$ cat config.mk
export PLATFORM = sky130hd
export DESIGN_NAME = hmi_cmd_rx
export DESIGN_NICKNAME = d
export VERILOG_FILES = /design/src/rtl/hmi_pkg.sv /design/src/rtl/hmi_cmd_rx.sv
export SDC_FILE = /design/constraint.sdc
export NUM_CORES = 1
export LEC_CHECK = 0
export BUFFER_PORTS_ARGS = -buffer_cell sky130_fd_sc_hd__buf_4
export CAP_MARGIN = 10
export CORE_MARGIN = 4
export CORE_UTILIZATION = 35
export CTS_CLUSTER_SIZE = 24
export DETAILED_ROUTE_END_ITERATION = 8
export PLACE_DENSITY_LB_ADDON = 0.05
export SLEW_MARGIN = 20
export SYNTH_ARGS = -nofsm -noshare
export SYNTH_HDL_FRONTEND = slang
export SYNTH_SLANG_ARGS = --single-unit
$ cat constraint.sdc
create_clock -name clk -period 4.1 [get_ports clk]
set_clock_uncertainty 0.05 [all_clocks]
set_input_delay 0.205 -clock clk [delete_from_list [all_inputs] [get_ports clk]]
set_output_delay 0.205 -clock clk [all_outputs]
set_load 0.05 [all_outputs]
$ cat src/rtl/hmi_pkg.sv
// Shared definitions for the HMI command link: byte constants, the "val="
// keyword and the frame state encoding used by both sender and receiver.
package hmi_pkg;

    localparam logic [7:0]  HMI_TERM    = 8'hFF;
    localparam logic [7:0]  HMI_DOT     = ".";
    localparam logic [7:0]  HMI_EQ      = "=";
    localparam logic [7:0]  HMI_ASCII_0 = "0";
    localparam logic [7:0]  HMI_ASCII_9 = "9";
    localparam logic [7:0]  HMI_ASCII_A = "a";
    localparam logic [7:0]  HMI_ASCII_Z = "z";
    localparam logic [31:0] HMI_KEY     = "val=";

    typedef enum logic [2:0] {
        ST_IDLE,
        ST_ID,
        ST_KEY,
        ST_VAL,
        ST_TERM,
        ST_SYNC
    } hmi_state_e;

    // Character idx of the keyword, idx 0 being the leading 'v'.
    function automatic logic [7:0] key_char(input logic [1:0] idx);
        logic [31:0] shifted;
        shifted = HMI_KEY << {idx, 3'b000};
        return shifted[31:24];
    endfunction

endpackage

$ cat src/rtl/hmi_cmd_rx.sv
// Receive-side decoder for "<letter><id>.val=<digits> FF FF FF" frames:
// checks syntax, accumulates the decimal fields and pulses the result.
module hmi_cmd_rx
    import hmi_pkg::*;
#(
    parameter int TIMEOUT_CYC = 5000,
    parameter int MAX_DIGITS  = 5
) (
    input  logic        clk,
    input  logic        rst,
    input  logic        rx_valid,
    input  logic [7:0]  rx_data,
    output logic [7:0]  obj_type,
    output logic [6:0]  obj_id,
    output logic [16:0] obj_value,
    output logic        frame_valid,
    output logic        frame_err,
    output logic        busy
);

    localparam int DW = $clog2(MAX_DIGITS + 1);
    localparam int TW = $clog2(TIMEOUT_CYC + 1);
    localparam logic [DW-1:0] DIG_MAX    = DW'(MAX_DIGITS);
    localparam logic [DW-1:0] DIG_ID_MAX = DW'(2);
    localparam logic [TW-1:0] TMO_MAX    = TW'(TIMEOUT_CYC);

    hmi_state_e     state, state_nxt;
    logic [7:0]     type_q, type_nxt;
    logic [6:0]     id_q, id_nxt;
    logic [16:0]    val_q, val_nxt;
    logic [DW-1:0]  dig_cnt, dig_nxt;
    logic [1:0]     key_idx, key_nxt;
    logic [1:0]     ff_cnt, ff_nxt;
    logic [TW-1:0]  tmo_cnt, tmo_nxt;
    logic           done, err_byte, tmo_hit;

    logic       is_digit, is_letter, is_term;
    logic [3:0] digit;

    assign is_digit  = (rx_data >= HMI_ASCII_0) && (rx_data <= HMI_ASCII_9);
    assign is_letter = (rx_data >= HMI_ASCII_A) && (rx_data <= HMI_ASCII_Z);
    assign is_term   = (rx_data == HMI_TERM);
    assign digit     = 4'(rx_data - HMI_ASCII_0);

    always_comb begin
        // NOTE: every combinational output gets a default first so no path
        // leaves it unassigned, which would otherwise infer a latch.
        state_nxt = state;
        type_nxt  = type_q;
        id_nxt    = id_q;
        val_nxt   = val_q;
        dig_nxt   = dig_cnt;
        key_nxt   = key_idx;
        ff_nxt    = ff_cnt;
        tmo_nxt   = tmo_cnt;
        done      = 1'b0;
        err_byte  = 1'b0;
        tmo_hit   = 1'b0;

        if (rx_valid) begin
            tmo_nxt = '0;
            case (state)
                ST_IDLE: begin
                    if (is_letter) begin
                        type_nxt  = rx_data;
                        id_nxt    = '0;
                        val_nxt   = '0;
                        dig_nxt   = '0;
                        state_nxt = ST_ID;
                    end else if (!is_term) begin
                        err_byte = 1'b1;
                    end
                end
                ST_ID: begin
                    if (is_digit && dig_cnt != DIG_ID_MAX) begin
                        id_nxt  = (id_q << 3) + (id_q << 1) + {3'b000, digit};
                        dig_nxt = dig_cnt + DW'(1);
                    end else if (rx_data == HMI_DOT && dig_cnt != '0) begin
                        key_nxt   = '0;
                        state_nxt = ST_KEY;
                    end else begin
                        err_byte = 1'b1;
                    end
                end
                ST_KEY: begin
                    if (rx_data != key_char(key_idx)) begin
                        err_byte = 1'b1;
                    end else if (key_idx == 2'd3) begin
                        dig_nxt   = '0;
                        state_nxt = ST_VAL;
                    end else begin
                        key_nxt = key_idx + 2'd1;
                    end
                end
                ST_VAL: begin
                    if (is_digit && dig_cnt != DIG_MAX) begin
                        // x*10 as (x<<3)+(x<<1); at most 5 digits fits 17 bits
                        val_nxt = (val_q << 3) + (val_q << 1) + {13'b0, digit};
                        dig_nxt = dig_cnt + DW'(1);
                    end else if (is_term && dig_cnt != '0) begin
                        ff_nxt    = 2'd1;
                        state_nxt = ST_TERM;
                    end else begin
                        err_byte = 1'b1;
                    end
                end
                ST_TERM: begin
                    if (!is_term) begin
                        err_byte = 1'b1;
                    end else if (ff_cnt == 2'd2) begin
                        ff_nxt    = '0;
                        done      = 1'b1;
                        state_nxt = ST_IDLE;
                    end else begin
                        ff_nxt = ff_cnt + 2'd1;
                    end
                end
                ST_SYNC: begin
                    if (!is_term) begin
                        ff_nxt = '0;
                    end else if (ff_cnt == 2'd2) begin
                        ff_nxt    = '0;
                        state_nxt = ST_IDLE;
                    end else begin
                        ff_nxt = ff_cnt + 2'd1;
                    end
                end
                default: state_nxt = ST_IDLE;
            endcase

            // An offending FF already counts toward the resync sequence.
            if (err_byte) begin
                state_nxt = ST_SYNC;
                ff_nxt    = is_term ? 2'd1 : 2'd0;
            end
        end else if (state inside {ST_ID, ST_KEY, ST_VAL, ST_TERM}) begin
            if (tmo_cnt == TMO_MAX) begin
                tmo_hit   = 1'b1;
                tmo_nxt   = '0;
                ff_nxt    = '0;
                state_nxt = ST_IDLE;
            end else begin
                tmo_nxt = tmo_cnt + TW'(1);
            end
        end
    end

    // NOTE: sequential state uses non-blocking assignments so every register
    // samples the pre-edge values regardless of statement order.
    always_ff @(posedge clk or posedge rst) begin
        if (rst) begin
            state       <= ST_IDLE;
            type_q      <= '0;
            id_q        <= '0;
            val_q       <= '0;
            dig_cnt     <= '0;
            key_idx     <= '0;
            ff_cnt      <= '0;
            tmo_cnt     <= '0;
            obj_type    <= '0;
            obj_id      <= '0;
            obj_value   <= '0;
            frame_valid <= 1'b0;
            frame_err   <= 1'b0;
            busy        <= 1'b0;
        end else begin
            state       <= state_nxt;
            type_q      <= type_nxt;
            id_q        <= id_nxt;
            val_q       <= val_nxt;
            dig_cnt     <= dig_nxt;
            key_idx     <= key_nxt;
            ff_cnt      <= ff_nxt;
            tmo_cnt     <= tmo_nxt;
            frame_valid <= done;
            frame_err   <= err_byte | tmo_hit;
            busy        <= (state_nxt != ST_IDLE);
            if (done) begin
                obj_type  <= type_q;
                obj_id    <= id_q;
                obj_value <= val_q;
            end
        end
    end

endmodule

# Word level (Yosys, flattened, before mapping)
# Index checks and enable logic that the tools add are counted.
# word_totals
ff_bits	90
in_bits	11
output_inout_bits	35
word_cells	139
# op_classes
addsub	9
n_lt_le_gt_ge	4
eq_ne	25
shift	1
mux	62
n_bitwise	1
n_reduce_logical	23
# op_table
operator	count
$mux W3	18
$mux W13	3
$mux W17	2
$pmux W17 S2	1
$shl A31 B5 Y32 const A	1
$mux W2	13
$add A17 B17 Y17	1
$add A17 B4 Y17	1
$mux W1	17
$ne A2 B2 Y1 const B	8
$pmux W3 S5	1
$mux W7	2
$pmux W7 S2	1
$add A13 B1 Y13 const B	1
$eq A13 B13 Y1 const B	1
$ne A4 B4 Y1 const B	3
$pmux W3 S4	1
$reduce_and A6 Y1	2
$reduce_bool A2 Y1	5
$eq A8 B6 Y1 const B	1
$eq A8 B8 Y1 const B	1
$ge A8 B6 Y1 const B	1
$ge A8 B7 Y1 const B	1
$le A8 B6 Y1 const B	1
26 further kinds	38

# Depth between registers and ports, before layout
# logic_depth
ltp_word	9
mapped_depth	10
mapped_depth_nobuf	10

# Least setup slack after synthesis
# No wires, ideal clock.
# synth_timing
path_type	reg2reg
start	register val_q[0]
end	register val_q[16]
setup_ns	0.095
t_arrival_ns	2.488
required_time_ns	3.955
setup_slack_ns	1.466
path_stages_with_launch	10
path_buffers	0
synth_period_minus_slack_ns	2.634
path_cell_list	dfrtp_1 fa_1 inv_1 fa_1 nor2b_1 o31ai_1 a211oi_1 o21ai_0 and4_1 o31ai_1
# synth_between
elab_chain_cells	4
# synth_lines
element	line_no	text
from (decl)	hmi_cmd_rx.sv:30	logic [16:0] val_q, val_nxt;
from (signal assigned)	hmi_cmd_rx.sv:170	val_q <= val_nxt;
$add A17 B17 Y17	hmi_cmd_rx.sv:98	val_nxt = (val_q << 3) + (val_q << 1) + {13'b0, digit};
$add A17 B4 Y17	hmi_cmd_rx.sv:98	
$mux W17	hmi_cmd_rx.sv:96	if (is_digit && dig_cnt != DIG_MAX) begin
$pmux W17 S2	hmi_cmd_rx.sv:62	case (state)
# No other way between the ends. The select of a mux whose other input is x is not followed.
# A chain may end at the register's enable or synchronous reset.

# Worst setup path in the final report
# Same ends and word-level chain as after synthesis.

==> flow_summary_export.csv <==
group,metric,value,unit
run_status,status,"complete, no violations",
timing,max_slew_margin,0.534,
clock_tree,root_buffer,"clkbuf_16",
synth,syn-cell-area,5530,um^2
worst_hold_path,min-delay-path-class,"input pin to flop",
synth,synthFlopType,"dfrtp_1",
worst_setup_path,cpMaxStageDelayCell,"fa_1",
synth,synth_area_leader_cell,"dfrtp_1",
final_layout,final_util,0.412,
routing,route.antenna.remaining_nets,0,
pwr,vdd_drop_max,0.000179,V
worst_setup_path,arrival,3.15,ns
placement,pre_cts_ws,1.14,ns
global_route,grt_antenna_before_repair,0,
final_layout,nets,659,
timing,drv_slew,0,
floorplan,die_y,134,um
global_route,grt_overflow,0,
clock_tree,numCtsBuffers,9,
routing,viasPerCell,5.10,
final_layout,antenna_cells,0,
pwr,p_leak,3.08,nW
synth,netlist.area_leader.share,0.407,
clock_tree,clkSinkCount,90,
synth,synthTopCellsByArea,"dfrtp_1 (41%), ha_1 (10%), mux2_4 (5.7%), nand2_1 (5.4%), o21ai_0 (2.7%)",
synth,ys_seq_elements,90,
timing,timing.fmax,339,MHz
placement,port_buffers,45,
synth,synth_cell_types,61,
clock_tree,clk_pin_slew,0.06,ns
worst_setup_path,crit_path_max_fanout,4,
synth,synth.avg_cell_area,9.95,um^2
floorplan,rows,45,
clock_tree,clk_path_buf_depth,2,
synth,syn_nets,617,
global_route,grt_pass1_wl,21.5,mm
placement,placedCellCount,797,
final_layout,fin_cells,814,
routing,dr.first_iter.drc_count,264,
floorplan,die_x,134,um
clock_tree,post_cts_buffers,0,
final_layout,drive_gt1_frac,0.167,
placement,hpwl,9.07,mm
final_layout,multi_input_area,3060,um^2
synth,yosysSeqAreaShare,0.407,
final_layout,syn_to_final_growth,14.2,%
synth,synth_cells,556,
placement,routabilityCongestion,0.814,
routing,dr.pass1.iters,5,
floorplan,ioPinCount,46,
worst_setup_path,cp.required,4.30,ns
timing,setup_viol,0,
final_layout,nFillCells,1527,
clock_tree,cts_tree,"built",
worst_setup_path,worstPathCellList,"fa_1 > inv_1 > fa_1 > nor2b_1 > o31ai_1 > a211oi_1 > o21ai_0 > and4_1 > o31ai_1",
global_route,grt_max_degree,38,
timing,tightest_slew,0.699,ns
clock_tree,h-tree-depth,3,
routing,vias,4148,
clock_tree,clock_latency,0.35,ns
synth,ys_warn_count,0,
routing,routed_wl,12.4,mm
synth,synth.top_cells.by_count,"dfrtp_1 (90), nand2_1 (80), ha_1 (46)",
final_layout,seqCellArea,2250,um^2
timing,setup_ws,1.15,ns
timing,min_period,2.95,ns
synth,async_flop_share,1.00,
timing,hold_viol_final,0,
floorplan,start_util,0.361,
worst_setup_path,crit_type,"flop to flop",
timing,rsz0062_at_grt,"no",
flow_run,maxCapViolCount,0,
timing,tns,0,ns
worst_setup_path,cpPeakStageDelay,0.56,ns
timing,period_share,0.720,
routing,wl_per_cell,15.2,um
global_route,grt_pass1_vias,4277,
synth,synth_enable_flop_cells,0,
clock_tree,holdBufCountCts,1,
floorplan,die-area,17900,um^2
clock_tree,ctsResizeCount,0,
routing,drc_errors,0,
floorplan,core_area,15300,um^2
global_route,grt_usage,0.148,
worst_setup_path,startpoint_type,"flop",
synth,synth_most_common_cell,"dfrtp_1",
pwr,p_per_area,322,nW/um^2
worst_setup_path,endpoint_kind,"flop",
[critical path, delay by kind of cell, from the launching register on]
family / cells / cell delay, ns
fa+ha+maj: 2 / 0.99
flops: 1 / 0.43
buf+inv: 1 / 0.07
simple gates: 2 / 0.45
compound gates: 4 / 0.88
[where the power goes]
part | internal, mW | switching (mW)
Clock | 0.472 | 0.340
Combinational | 0.0933 | 0.165
Sequential | 0.917 | 0.0493
[final timing paths]
path                       slack, ns  depth (start not counted)  startpoint          end
max in group asynchronous       2.79                          4         rst  tmo_cnt[12]
min reg2reg                     0.41                          2   type_q[6]  obj_type[6]
min in group asynchronous       0.36                          3         rst     val_q[4]
max reg2reg                     1.15                          9    val_q[0]    val_q[16]
min                             0.13                          3  rx_data[0]     val_q[0]
max                             1.15                          9    val_q[0]    val_q[16]
[final cells by class]
class                           instances  share of cell area
Multi-Input combinational cell        425               0.484
Sequential cell                        90               0.357
Timing Repair Buffer                   50              0.0598
Tap cell                              211              0.0418
Clock buffer                           13              0.0380
Inverter                               22              0.0133
Clock inverter                          3             0.00634
[registers in the layout, indices dropped and copies added, names as in the netlist]
signal	cells
tmo_cnt	13
frame_err	1
obj_value	17
id_q	7
frame_valid	1
key_idx	2
val_q	17
obj_id	7
ff_cnt	2
state	3
obj_type	8
dig_cnt	3
busy	1
type_q	8
[kinds of logic after synthesis]
kind of cell | after synthesis | share of synthesized area
fa+ha+maj | 50 | 0.119
buf+inv | 41 | 0.0398
xor+xnor | 27 | 0.0428
compound gates | 110 | 0.132
mux | 30 | 0.0751
simple gates | 208 | 0.184
flops | 90 | 0.407
[stage by stage]
step | cell area [um^2] | hold slack [ns] | power, mW
final | 6320 | 0.129 | 2.04
after global routing | 6320 | 0.147 | 2.15
after detailed placement | 6030 | 0.179 | 1.24
after floorplan | 5530 | 0.304 | 1.16
after CTS | 6320 | 0.116 | 2.08
after global placement | 6030 | 0.178 | 1.24
[routing by layer]
metal | vias up | wire length [um] | global-route usage | part of all wire
met3 | 17 | 328 | 0.0238 | 0.026
met2 | 58 | 5910 | 0.240 | 0.48
met1 | 2001 | 5880 | 0.196 | 0.47
li1 | 2072 | - | - | -
met5 | - | 0 | 0 | 0
met4 | 0 | 267 | 0.0606 | 0.022
[placed cells by master (no fill, tap or decap), drive strengths merged, types with 3 or more instances in the layout]
cell / instances
nand4: 9
nor2: 37
xnor2: 14
o2111ai: 4
a21oi: 18
or2: 6
mux2: 29
nor4: 4
o41ai: 3
a21o: 7
dfrtp: 90
nand2b: 13
nand3: 16
xor2: 13
nand2: 80
nor3b: 3
o31ai: 19
nor2b: 6
o21ai: 30
a211oi: 6
or3: 5
clkbuf: 13
and2: 5
buf: 49
ha: 46
fa: 4
nor3: 11
clkinv: 4
inv: 20
and4: 5
Note: power is estimated with default switching activity, not from simulation.
